==> config.mk <==
export PLATFORM = sky130hd
export DESIGN_NAME = fifo_rr_scheduler
export DESIGN_NICKNAME = d
export VERILOG_FILES = /design/src/rtl/fifo_rr_scheduler.sv
export SDC_FILE = /design/constraint.sdc
export NUM_CORES = 1
export LEC_CHECK = 0
export CORE_MARGIN = 2
export CORE_UTILIZATION = 52
export CTS_CLUSTER_SIZE = 14
export DETAILED_ROUTE_END_ITERATION = 10
export GPL_ROUTABILITY_DRIVEN = 0
export GPL_TIMING_DRIVEN = 0
export PLACE_DENSITY = 0.87
export RECOVER_POWER = 50
export REMOVE_ABC_BUFFERS = 1
export SYNTH_ARGS = -nofsm -noshare
export SYNTH_HDL_FRONTEND = slang
export SYNTH_SLANG_ARGS = --single-unit
==> constraint.sdc <==
create_clock -name clk -period 3.3 [get_ports clk]
set_clock_uncertainty 0.05 [all_clocks]
set_input_delay 0.66 -clock clk [delete_from_list [all_inputs] [get_ports clk]]
set_output_delay 0.66 -clock clk [all_outputs]
set_load 0.03 [all_outputs]
==> src/rtl/fifo_rr_scheduler.sv <==
// fifo_rr_scheduler: round-robin drain of four source FIFOs into one
// destination FIFO. At most one pop per cycle. Each popped word is forwarded
// to the destination exactly two cycles after its pop. The scheduler honours
// the destination almost-full (pause) flag and keeps a wrapping transfer
// counter for each source.

module fifo_rr_scheduler #(
   parameter int BUS_SIZE  = 5,
   parameter int CNT_WIDTH = 8
) (
   input  logic                 clk,
   input  logic                 reset,
   input  logic                 enable,
   input  logic [3:0]           empty,
   input  logic [3:0]           src_valid,
   input  logic [BUS_SIZE-1:0]  src_data0,
   input  logic [BUS_SIZE-1:0]  src_data1,
   input  logic [BUS_SIZE-1:0]  src_data2,
   input  logic [BUS_SIZE-1:0]  src_data3,
   input  logic                 pause_dest,
   output logic [3:0]           pop,
   output logic                 push_dest,
   output logic [BUS_SIZE-1:0]  data_out,
   output logic [1:0]           src_id,
   output logic [1:0]           state,
   input  logic [1:0]           cnt_sel,
   output logic [CNT_WIDTH-1:0] cnt_out
);

   typedef enum logic [1:0] {
      IDLE  = 2'b00,
      ARB   = 2'b01,
      PAUSE = 2'b10
   } state_t;

   state_t state_q, state_d;

   // Round-robin pointer: the source granted most recently.
   logic [1:0] last_q, last_d;

   // Pop issued in the previous cycle, so the word arrives this cycle.
   logic       pend_vld_q, pend_vld_d;
   logic [1:0] pend_id_q, pend_id_d;

   // Registered destination-side outputs.
   logic                out_vld_q, out_vld_d;
   logic [BUS_SIZE-1:0] out_data_q, out_data_d;
   logic [1:0]          out_id_q, out_id_d;

   logic [CNT_WIDTH-1:0] cnt_q [4];
   logic [CNT_WIDTH-1:0] cnt_d [4];

   logic                any_ne;
   logic                pop_en;
   logic                grant_vld;
   logic [1:0]          grant_id;
   logic [1:0]          idx;
   logic                cap;
   logic [BUS_SIZE-1:0] sel_data;

   assign any_ne = ~&empty;
   assign pop_en = (state_q == ARB) && enable && !pause_dest;

   // Search for the first non-empty source, starting just after last_q.
   always_comb begin
      grant_vld = 1'b0;
      grant_id  = last_q;
      idx       = last_q;
      for (int k = 1; k <= 4; k++) begin
         idx = last_q + 2'(k);
         if (!grant_vld && !empty[idx]) begin
            grant_vld = 1'b1;
            grant_id  = idx;
         end
      end
      pop = (pop_en && grant_vld) ? (4'b0001 << grant_id) : 4'b0000;
   end

   // FSM next state. A pause that arrives while leaving IDLE sends the FSM to PAUSE.
   always_comb begin
      state_d = state_q;
      case (state_q)
         IDLE: begin
            if (enable && any_ne) state_d = pause_dest ? PAUSE : ARB;
         end
         ARB: begin
            if (pause_dest)                state_d = PAUSE;
            else if (!enable || !any_ne)   state_d = IDLE;
         end
         PAUSE: begin
            if (!pause_dest) state_d = (enable && any_ne) ? ARB : IDLE;
         end
         default: state_d = IDLE;
      endcase
   end

   // Select the word returned by the source that was popped last cycle.
   always_comb begin
      case (pend_id_q)
         2'd0:    sel_data = src_data0;
         2'd1:    sel_data = src_data1;
         2'd2:    sel_data = src_data2;
         default: sel_data = src_data3;
      endcase
   end

   // Capture the returned word into the output stage and count the transfer.
   always_comb begin
      cap        = pend_vld_q && src_valid[pend_id_q];
      pend_vld_d = |pop;
      pend_id_d  = grant_id;
      last_d     = (|pop) ? grant_id : last_q;
      out_vld_d  = cap;
      out_data_d = cap ? sel_data  : out_data_q;
      out_id_d   = cap ? pend_id_q : out_id_q;
      for (int i = 0; i < 4; i++) cnt_d[i] = cnt_q[i];
      if (cap) cnt_d[pend_id_q] = cnt_q[pend_id_q] + 1'b1;
   end

   // All state registers. Reset discards in-flight words.
   always_ff @(posedge clk or posedge reset) begin
      if (reset) begin
         state_q    <= IDLE;
         last_q     <= 2'd3;
         pend_vld_q <= 1'b0;
         pend_id_q  <= 2'd0;
         out_vld_q  <= 1'b0;
         out_data_q <= '0;
         out_id_q   <= 2'd0;
         for (int i = 0; i < 4; i++) cnt_q[i] <= '0;
      end else begin
         state_q    <= state_d;
         last_q     <= last_d;
         pend_vld_q <= pend_vld_d;
         pend_id_q  <= pend_id_d;
         out_vld_q  <= out_vld_d;
         out_data_q <= out_data_d;
         out_id_q   <= out_id_d;
         for (int i = 0; i < 4; i++) cnt_q[i] <= cnt_d[i];
      end
   end

   assign push_dest = out_vld_q;
   assign data_out  = out_data_q;
   assign src_id    = out_id_q;
   assign state     = state_q;
   assign cnt_out   = cnt_q[cnt_sel];

endmodule

==> Yosys cells after proc, flatten, opt, wreduce, memory -nomap -nowiden <==
Index checks and enable logic that the tools add are counted.
{ "word_totals": {"regBits": 47, "wordCells": 92} }
{ "classes": {"bitwise": 2, "magnitude_cmp": 8, "n_eq_ne": 7, "n_shift": 1, "n_mux": 36, "reduce_logical": 23, "addsub": 4} }
{ "ops": {"columns": ["op", "count"], "rows": [
  ["$mux W8", 5],
  ["$bmux W8 S2", 2],
  ["$bwmux W32", 1],
  ["$mux W2", 9],
  ["$demux W8 S2", 1],
  ["$lt A2 B3 Y1 const B", 5],
  ["$pmux W5 S3", 1],
  ["$bmux W1 S2", 5],
  ["$mux W1", 10],
  ["$logic_and A1 B1 Y1", 9],
  ["$add A8 B1 Y8 const B", 1],
  ["$logic_not A1 Y1", 8],
  ["$ge A3 B3 Y1 const B", 2],
  ["$not A2 Y3", 2],
  ["$pmux W2 S3", 1],
  ["$add A2 B2 Y2 const B", 2],
  ["$eq A2 B1 Y1 const B", 2],
  ["$eq A2 B2 Y1 const B", 2],
  ["$logic_not A2 Y1", 2],
  ["$mux W4", 1],
  ["$ne A2 B2 Y1 const B", 2],
  ["$reduce_and A4 Y1", 1],
  ["$reduce_or A4 Y1", 1],
  ["$shl A1 B2 Y4 const A", 1],
  ["5 further kinds", 5]
]} }

==> Logic depth before layout (Yosys ltp) <==
Gate-level depths: netlist of the first run.
{ "depth": {"ltp_word": 15, "depth_mapped": 7, "depth_no_buf": 5} }

==> Worst setup path before layout of the first run <==
Ideal clock, no wire load.
{ "synth_timing": {"kind": "in2out", "startpoint": "input port empty[3]", "endpoint": "output port pop[3]", "n_path_buf": 0, "path_slack_ns": 0.827, "cell_stages": 5, "required_time_ns": 2.590, "arrival_ns": 1.763, "path_cell_list": "nand4_1 nand2_1 nor4b_2 nand2_1 nor2b_1"} }
{ "synth_between": {"elab_chain_cells": 13} }
{ "synth_lines": {"columns": ["element", "line", "source"], "rows": [
  ["start, declared", "14", "input logic [3:0] empty,"],
  ["$bmux W1 S2", "71", "if (!grant_vld && !empty[idx]) begin"],
  ["$mux W1 (not written as such)", "71", null],
  ["$logic_not A1 Y1", "71", null],
  ["$logic_and A1 B1 Y1", "71", null],
  ["$mux W1", "71", null],
  ["$logic_not A1 Y1", "71", null],
  ["$logic_and A1 B1 Y1", "71", null],
  ["$mux W1", "71", null],
  ["$logic_not A1 Y1", "71", null],
  ["$logic_and A1 B1 Y1", "71", null],
  ["$mux W2 or $mux W1 (tied branches)", "71", null],
  ["$shl A1 B2 Y4 or $logic_and A1 B1 Y1 (tied branches)", "76", "pop = (pop_en && grant_vld) ? (4'b0001 << grant_id) : 4'b0000;"],
  ["$mux W4 *", "76", null],
  ["end, declared", "21", "output logic [3:0] pop,"]
]} }
Every way passes the cells marked *; elsewhere a longest branch is shown, timed or not. The select of a mux whose other input is x is not followed.

==> Worst setup path in the final report of the first run <==
Ends and elaborated chain as after synthesis.

==> metrics.cfg, run 1 <==
[clock_tree]
clock_path_buffers=2
worstSkewPairLatency_ns=0.30
clkTransAtPathRegs_ns=0.07
cts_buffers=5
cts_hold_buf=0
h-tree-depth=2
cts_tree=built
postCtsSetupRepairBufs=0
cts_sinks=47
ctsRootBufferMaster=clkbuf_8
cts_resized=7

[power]
switching_share=0.364
power_leakage_nw=1.34
vdd_ir_drop_max_v=0.000366
p_per_area_nw_per_um2=661
power.internal_mw=1.32
p_switching_uw=751
power_frac_seq=0.440
p_comb_frac=0.393
clockPowerShare=0.167

[route]
firstDrtPassIters=4
drc=0
avgRoutedWirePerCell_um=16.6
drt_iter0_drc=60
antenna_left=0
vias_per_cell=5.85
finalWirelength_um=5090
dr_total_vias=1790

[floorplanning]
rows=25
die_h_um=73.0
die_w_um=73.0
core_um2=4660
dieArea_um2=5330
floorplan.initialDensity=0.531
pin_count=56

[layout]
syn_to_final_growth_pct=26.4
drive_gt1_frac=0.187
n_antenna_cell=0
num-fill-cells=347
fin_util=0.671
final_nets=287

[run]
cap_violations=0

[yosys]
synth_area_leaders=dfrtp_1, mux4_2, mux2_2
syn-instance-count=199
synth.yosys.seq_area_share=0.476
synth_largest_area_cell=dfrtp_1
syn_area_per_cell_um2=12.4
yosysUniqueCellTypes=37
yosysWarnings=0
syn_area_um2=2470
ys_seq_elements=47
synth_top_area_frac=0.455

[critical_path]
endpoint_kind=output port
cp_cell_sequence=clkdlybuf4s50_1, nand4_1, nand2_1, nor4b_4, nand2_1, nor2b_1, dlygate4sd2_1
worst-path-max-fanout=5
cp_num_buf_inv=2
critPathLaunchType=primary input
cp_num_cells=7
cp_common_cell=nand2_1
reg2reg_depth=5
cpLargestDelayFamily=buffers and inverters
worst_ep_required_time_ns=2.59
critical-path-slowest-cell=clkdlybuf4s50_1
crit_type=primary input to output port
arrival_ns=2.37
rrSetupSlack_ns=0.64
slowest_delay_ns=0.47

[grt]
grt_use_total=0.212
grt_start_max_net_pins=29
grt_pass1_wl_um=8320
grt_overflow=0
antenna_found_initial=0
grt_pass1_vias=1770

[worst_hold_path]
min_delay_path_depth=1
hold_class=flip-flop to flip-flop

[sta]
max_freq_mhz=324
period_minus_slack_ns=3.08
tightest_slew_ns=1.48
rsz0062_at_grt=no
fin_ws_ns=0.216
hold_violations=0
fin_crit_sh=0.934
setup_viol=0
max-slew-margin-rel=0.0141
maxSlewViolCount=0

[run_status]
outcome=finished clean

[place]
portBuffers=55
dpl.hpwl_um=3750
dp_worst_setup_slack_ns=-0.201

final timing paths:
path,start,end
max,empty[3],pop[3]
min,cnt_q[31],cnt_q[31]
max reg2reg,pend_id_q[1],cnt_q[22]
min reg2reg,cnt_q[31],cnt_q[31]
max in group asynchronous,reset,cnt_q[8]
min in group asynchronous,reset,cnt_q[5]
logic make-up after synthesis:
| logic type | after synthesis | synth area share |
|---|---|---|
| fa+ha+maj | 1 | 0.00505 |
| compound gates | 36 | 0.0824 |
| mux | 33 | 0.243 |
| flops | 47 | 0.476 |
| buf+inv | 15 | 0.0313 |
| simple gates | 58 | 0.127 |
| xor+xnor | 9 | 0.0349 |
power groups by stage:
stage	sequential, mW	combinational (mW)	clock, mW
2_1_floorplan	0.958	0.476	0
3_3_place_gp	0.913	0.799	0
3_5_place_dp	0.925	0.823	0
4_1_cts	0.914	0.826	0.353
5_1_grt	0.937	0.866	0.376
6_report	0.910	0.811	0.346
cells in the mapped netlist:
| master | instances |
|---|---|
| nor3_1 | 1 |
| o22ai_4 | 1 |
| nor2b_1 | 2 |
| and2_4 | 1 |
| nand4_1 | 2 |
| nor3b_2 | 2 |
| xnor2_1 | 1 |
| xor2_1 | 7 |
| mux4_2 | 18 |
| clkbuf_1 | 6 |
| mux4_1 | 2 |
| o21ai_1 | 4 |
| and4_4 | 1 |
| xor2_2 | 1 |
| nor3b_1 | 2 |
| o21ai_0 | 18 |
| a32oi_1 | 1 |
| nand3_1 | 1 |
| nand4b_1 | 2 |
| a21oi_1 | 10 |
| buf_6 | 2 |
| buf_4 | 1 |
| ha_1 | 1 |
| and2_1 | 1 |
| nor2_1 | 12 |
| nor4b_2 | 1 |
| dfrtp_1 | 45 |
| buf_2 | 2 |
| o22ai_1 | 1 |
| nand4_4 | 1 |
| mux2i_1 | 2 |
| inv_1 | 4 |
| nand2_1 | 27 |
| mux2_2 | 11 |
| nand2b_1 | 2 |
| dfstp_2 | 2 |
| a2bb2oi_1 | 1 |
final cells by class:
type / instances / area, um2 / area share
multi-input cells: 137 / 1230 / 0.392
well taps: 54 / 67.6 / 0.0216
inverters: 4 / 15.0 / 0.00480
clock buffers: 6 / 82.6 / 0.0264
clock inverters: 1 / 5.00 / 0.00160
repair buffers: 57 / 552 / 0.176
flip-flops and latches: 47 / 1180 / 0.377
registers in the layout (all words and copies together), names as in the netlist:
register,count
cnt_q,32
data_out,5
last_q,2
pend_id_q,2
src_id,2
state,2
pend_vld_q,1
push_dest,1
stage by stage:
step / hold slack (ns) / instances / total power [mW] / cell area, um2 / setup TNS (ns)
2_1_floorplan: 0.386 / 188 / 1.43 / 2410 / 0
3_3_place_gp: 0.401 / 297 / 1.71 / 3030 / -1.01
3_5_place_dp: 0.402 / 299 / 1.75 / 3060 / -1.06
4_1_cts: 0.417 / 306 / 2.09 / 3140 / 0
5_1_grt: 0.433 / 306 / 2.18 / 3130 / 0
6_report: 0.414 / 306 / 2.07 / 3130 / 0
routing by layer:
layer	global-route usage	vias up	routed length [um]
li1	-	826	-
met1	0.265	891	2000
met2	0.346	59	2630
met3	0.0539	14	327
met4	0.103	0	129
met5	0	-	0
cells in the final DEF, fill, tap and decap left out, drive strengths merged, types with 2 or more instances in the layout:
| cell | count |
|---|---|
| nor3b | 4 |
| mux4 | 20 |
| a21oi | 10 |
| clkdlybuf4s50 | 45 |
| nand2b | 2 |
| nand4b | 2 |
| nand2 | 27 |
| and2 | 2 |
| dfstp | 2 |
| inv | 4 |
| o21ai | 22 |
| dfrtp | 45 |
| mux2i | 2 |
| nor2b | 2 |
| dlygate4sd3 | 4 |
| xor2 | 8 |
| mux2 | 11 |
| clkbuf | 7 |
| o22ai | 2 |
| nand4 | 3 |
| dlygate4sd2 | 6 |
| nor2 | 12 |
No activity file was read; power rests on OpenSTA's default activity.
==> inputs of run 2 (changes only) <==
--- a/config.mk
+++ b/config.mk
@@ -9,11 +9,11 @@
 export CORE_UTILIZATION = 52
 export CTS_CLUSTER_SIZE = 14
 export DETAILED_ROUTE_END_ITERATION = 10
-export GPL_ROUTABILITY_DRIVEN = 0
 export GPL_TIMING_DRIVEN = 0
 export PLACE_DENSITY = 0.87
 export RECOVER_POWER = 50
 export REMOVE_ABC_BUFFERS = 1
+export SKIP_CTS_REPAIR_TIMING = 1
 export SYNTH_ARGS = -nofsm -noshare
 export SYNTH_HDL_FRONTEND = slang
 export SYNTH_SLANG_ARGS = --single-unit
==> run 2 against run 1 <==
Setup slack improved by 0.10 ns. Register-to-register slack hardly changed. Routed wire length is 0.49% higher. Core utilization is 0.67 points higher. Critical path depth shrank 1. Hold slack about the same. Sequential cell count stayed put. Highest routed layer unchanged. Via count grew 0.67%. Die area unchanged. Cell count stayed put.
==> metrics.cfg, run 2 (same netlist as run 1, synthesis figures left out) <==
[route]
dr_total_vias=1802  ; +0.67%
drc=0  ; unchanged
antenna_left=0  ; unchanged
finalWirelength_um=5120  ; +0.49%
firstDrtPassIters=4  ; unchanged
vias_per_cell=5.89  ; +0.67%
avgRoutedWirePerCell_um=16.7  ; +0.49%
drt_iter0_drc=70  ; +17%

[grt]
grt_pass1_vias=1767  ; -0.17%
antenna_found_initial=0  ; unchanged
grt_overflow=0  ; unchanged
grt_start_max_net_pins=29  ; unchanged
grt_use_total=0.213  ; +0.000892
grt_pass1_wl_um=8350  ; +0.34%

[layout]
regMostFlops=cnt_q
final_cell_mix=dfrtp_1, clkdlybuf4s50_1, nand2_1
syn_to_final_growth_pct=27.7
n_antenna_cell=0  ; unchanged
drive_gt1_frac=0.187  ; unchanged
final_nets=287  ; unchanged
largest_reg_flops=32  ; unchanged

[sta]
max-slew-margin-rel=0.182  ; +0.168
max_freq_mhz=335  ; +3.4%
hold_violations=0  ; unchanged
maxSlewViolCount=0  ; unchanged
setup_viol=0  ; unchanged
hold_ws_ns=0.414  ; +0.000166 ns
fin_setup_tns_ns=0  ; unchanged
tightest_slew_ns=1.23  ; -0.252 ns
fin_crit_sh=0.904  ; -0.0304
rsz0062_at_grt=no
fin_ws_ns=0.317  ; +0.100 ns
period_minus_slack_ns=2.98  ; -0.100 ns

[place]
dp_worst_setup_slack_ns=-0.201  ; unchanged
dpl.hpwl_um=3750  ; unchanged
place.gp.congestion=0.757
portBuffers=55  ; unchanged

[worst_hold_path]
hold_class=flip-flop to flip-flop
min_from=cnt_q[31]
min_delay_path_depth=1  ; unchanged
min_to=cnt_q[31]

[critical_path]
reg2reg_from=pend_id_q[1]
crit_type=primary input to output port
rrSetupSlack_ns=0.63  ; about the same
critPathLaunchType=primary input
arrival_ns=2.27  ; -0.10 ns
endpoint_kind=output port
reg2reg_to=cnt_q[22]
critical-path-slowest-cell=clkdlybuf4s50_1
reg2reg_depth=5  ; unchanged
cp_cell_sequence=clkdlybuf4s50_1, nor2_1, a21oi_1, o21ai_0, nor2b_1, dlymetal6s2s_1
worst_ep_required_time_ns=2.59  ; about the same
worst-path-max-fanout=6  ; +1
slowest_delay_ns=0.47  ; about the same

[run_status]
outcome=finished clean

[power]
power_leakage_nw=1.42  ; +6.2%
p_per_area_nw_per_um2=655  ; -0.87%
total_power_mw=2.07  ; +0.12%
vdd_ir_drop_max_v=0.000366  ; about the same

[clock_tree]
worstSkewPairLatency_ns=0.30  ; about the same
h-tree-depth=2  ; unchanged
cts_tree=built
clkTransAtPathRegs_ns=0.08  ; about the same
clock_path_buffers=2  ; unchanged
ctsRootBufferMaster=clkbuf_8
cts_buffers=5  ; unchanged
cts_sinks=47  ; unchanged

[floorplanning]
dieArea_um2=5330  ; unchanged
floorplan.initialDensity=0.531  ; unchanged
rows=25  ; unchanged
die_w_um=73.0  ; unchanged
pin_count=56  ; unchanged
die_h_um=73.0  ; unchanged
core_um2=4660  ; unchanged

[run]
cap_violations=0  ; unchanged

[run 2: changes by cell type in the layout (fill, tap and decap cells not counted)]
cell	change
clkbuf_1	-1
dlygate4sd2_1	-6
dlymetal6s2s_1	+6
dlymetal6s4s_1	+1
o21ai_0	+1
o21ai_1	-1
[run 2: final cells by class]
class | count | area, um2
flip-flops and latches | 47 | 1180
clock buffers | 6 | 82.6
multi-input cells | 137 | 1230
repair buffers | 57 | 583
clock inverters | 1 | 5.00
inverters | 4 | 15.0
fillers | 335 | 1500
well taps | 54 | 67.6
[run 2: how the worst max path moves through the flow]
| stage | from | to | slack (ns) | cells after the start |
|---|---|---|---|---|
| 3_3_place_gp | empty[1] | pop[3] | -0.15 | 7 |
| 2_1_floorplan | empty[3] | pop[3] | 0.83 | 5 |
| 3_5_place_dp | empty[1] | pop[3] | -0.20 | 7 |
| 6_report | empty[3] | pop[3] | 0.32 | 6 |
| 5_1_grt | empty[3] | pop[3] | 0.13 | 6 |
| 4_1_cts | empty[1] | pop[3] | -0.20 | 7 |
[run 2: stage by stage]
stage / utilization / area, um2 / cells
finish: 0.678 / 3160 / 306
global route: 0.678 / 3160 / 306
CTS: 0.674 / 3140 / 306
detailed placement: 0.656 / 3060 / 299
global placement: 0.650 / 3030 / 297
floorplan: - / 2410 / 188
[run 2: report_power, final]
part / leakage, nW / switching, mW / total, mW / internal, mW
sequential: 0.611 / 0.195 / 0.912 / 0.717
combinational: 0.763 / 0.377 / 0.813 / 0.435
clock: 0.0470 / 0.180 / 0.344 / 0.164
[run 2: critical path, delay by kind of cell]
kind                   cells  cell delay, ns
AO/OA/AOI/OAI              2            0.50
buffers and inverters      2            0.77
AND/OR/NAND/NOR            2            0.34
[run 2: metal layers]
metal,vias to the layer above,GRT usage,share of wire
li1,827,-,-
met1,908,0.269,0.40
met2,57,0.344,0.52
met3,10,0.0539,0.057
met4,0,0.103,0.020
met5,-,0,0
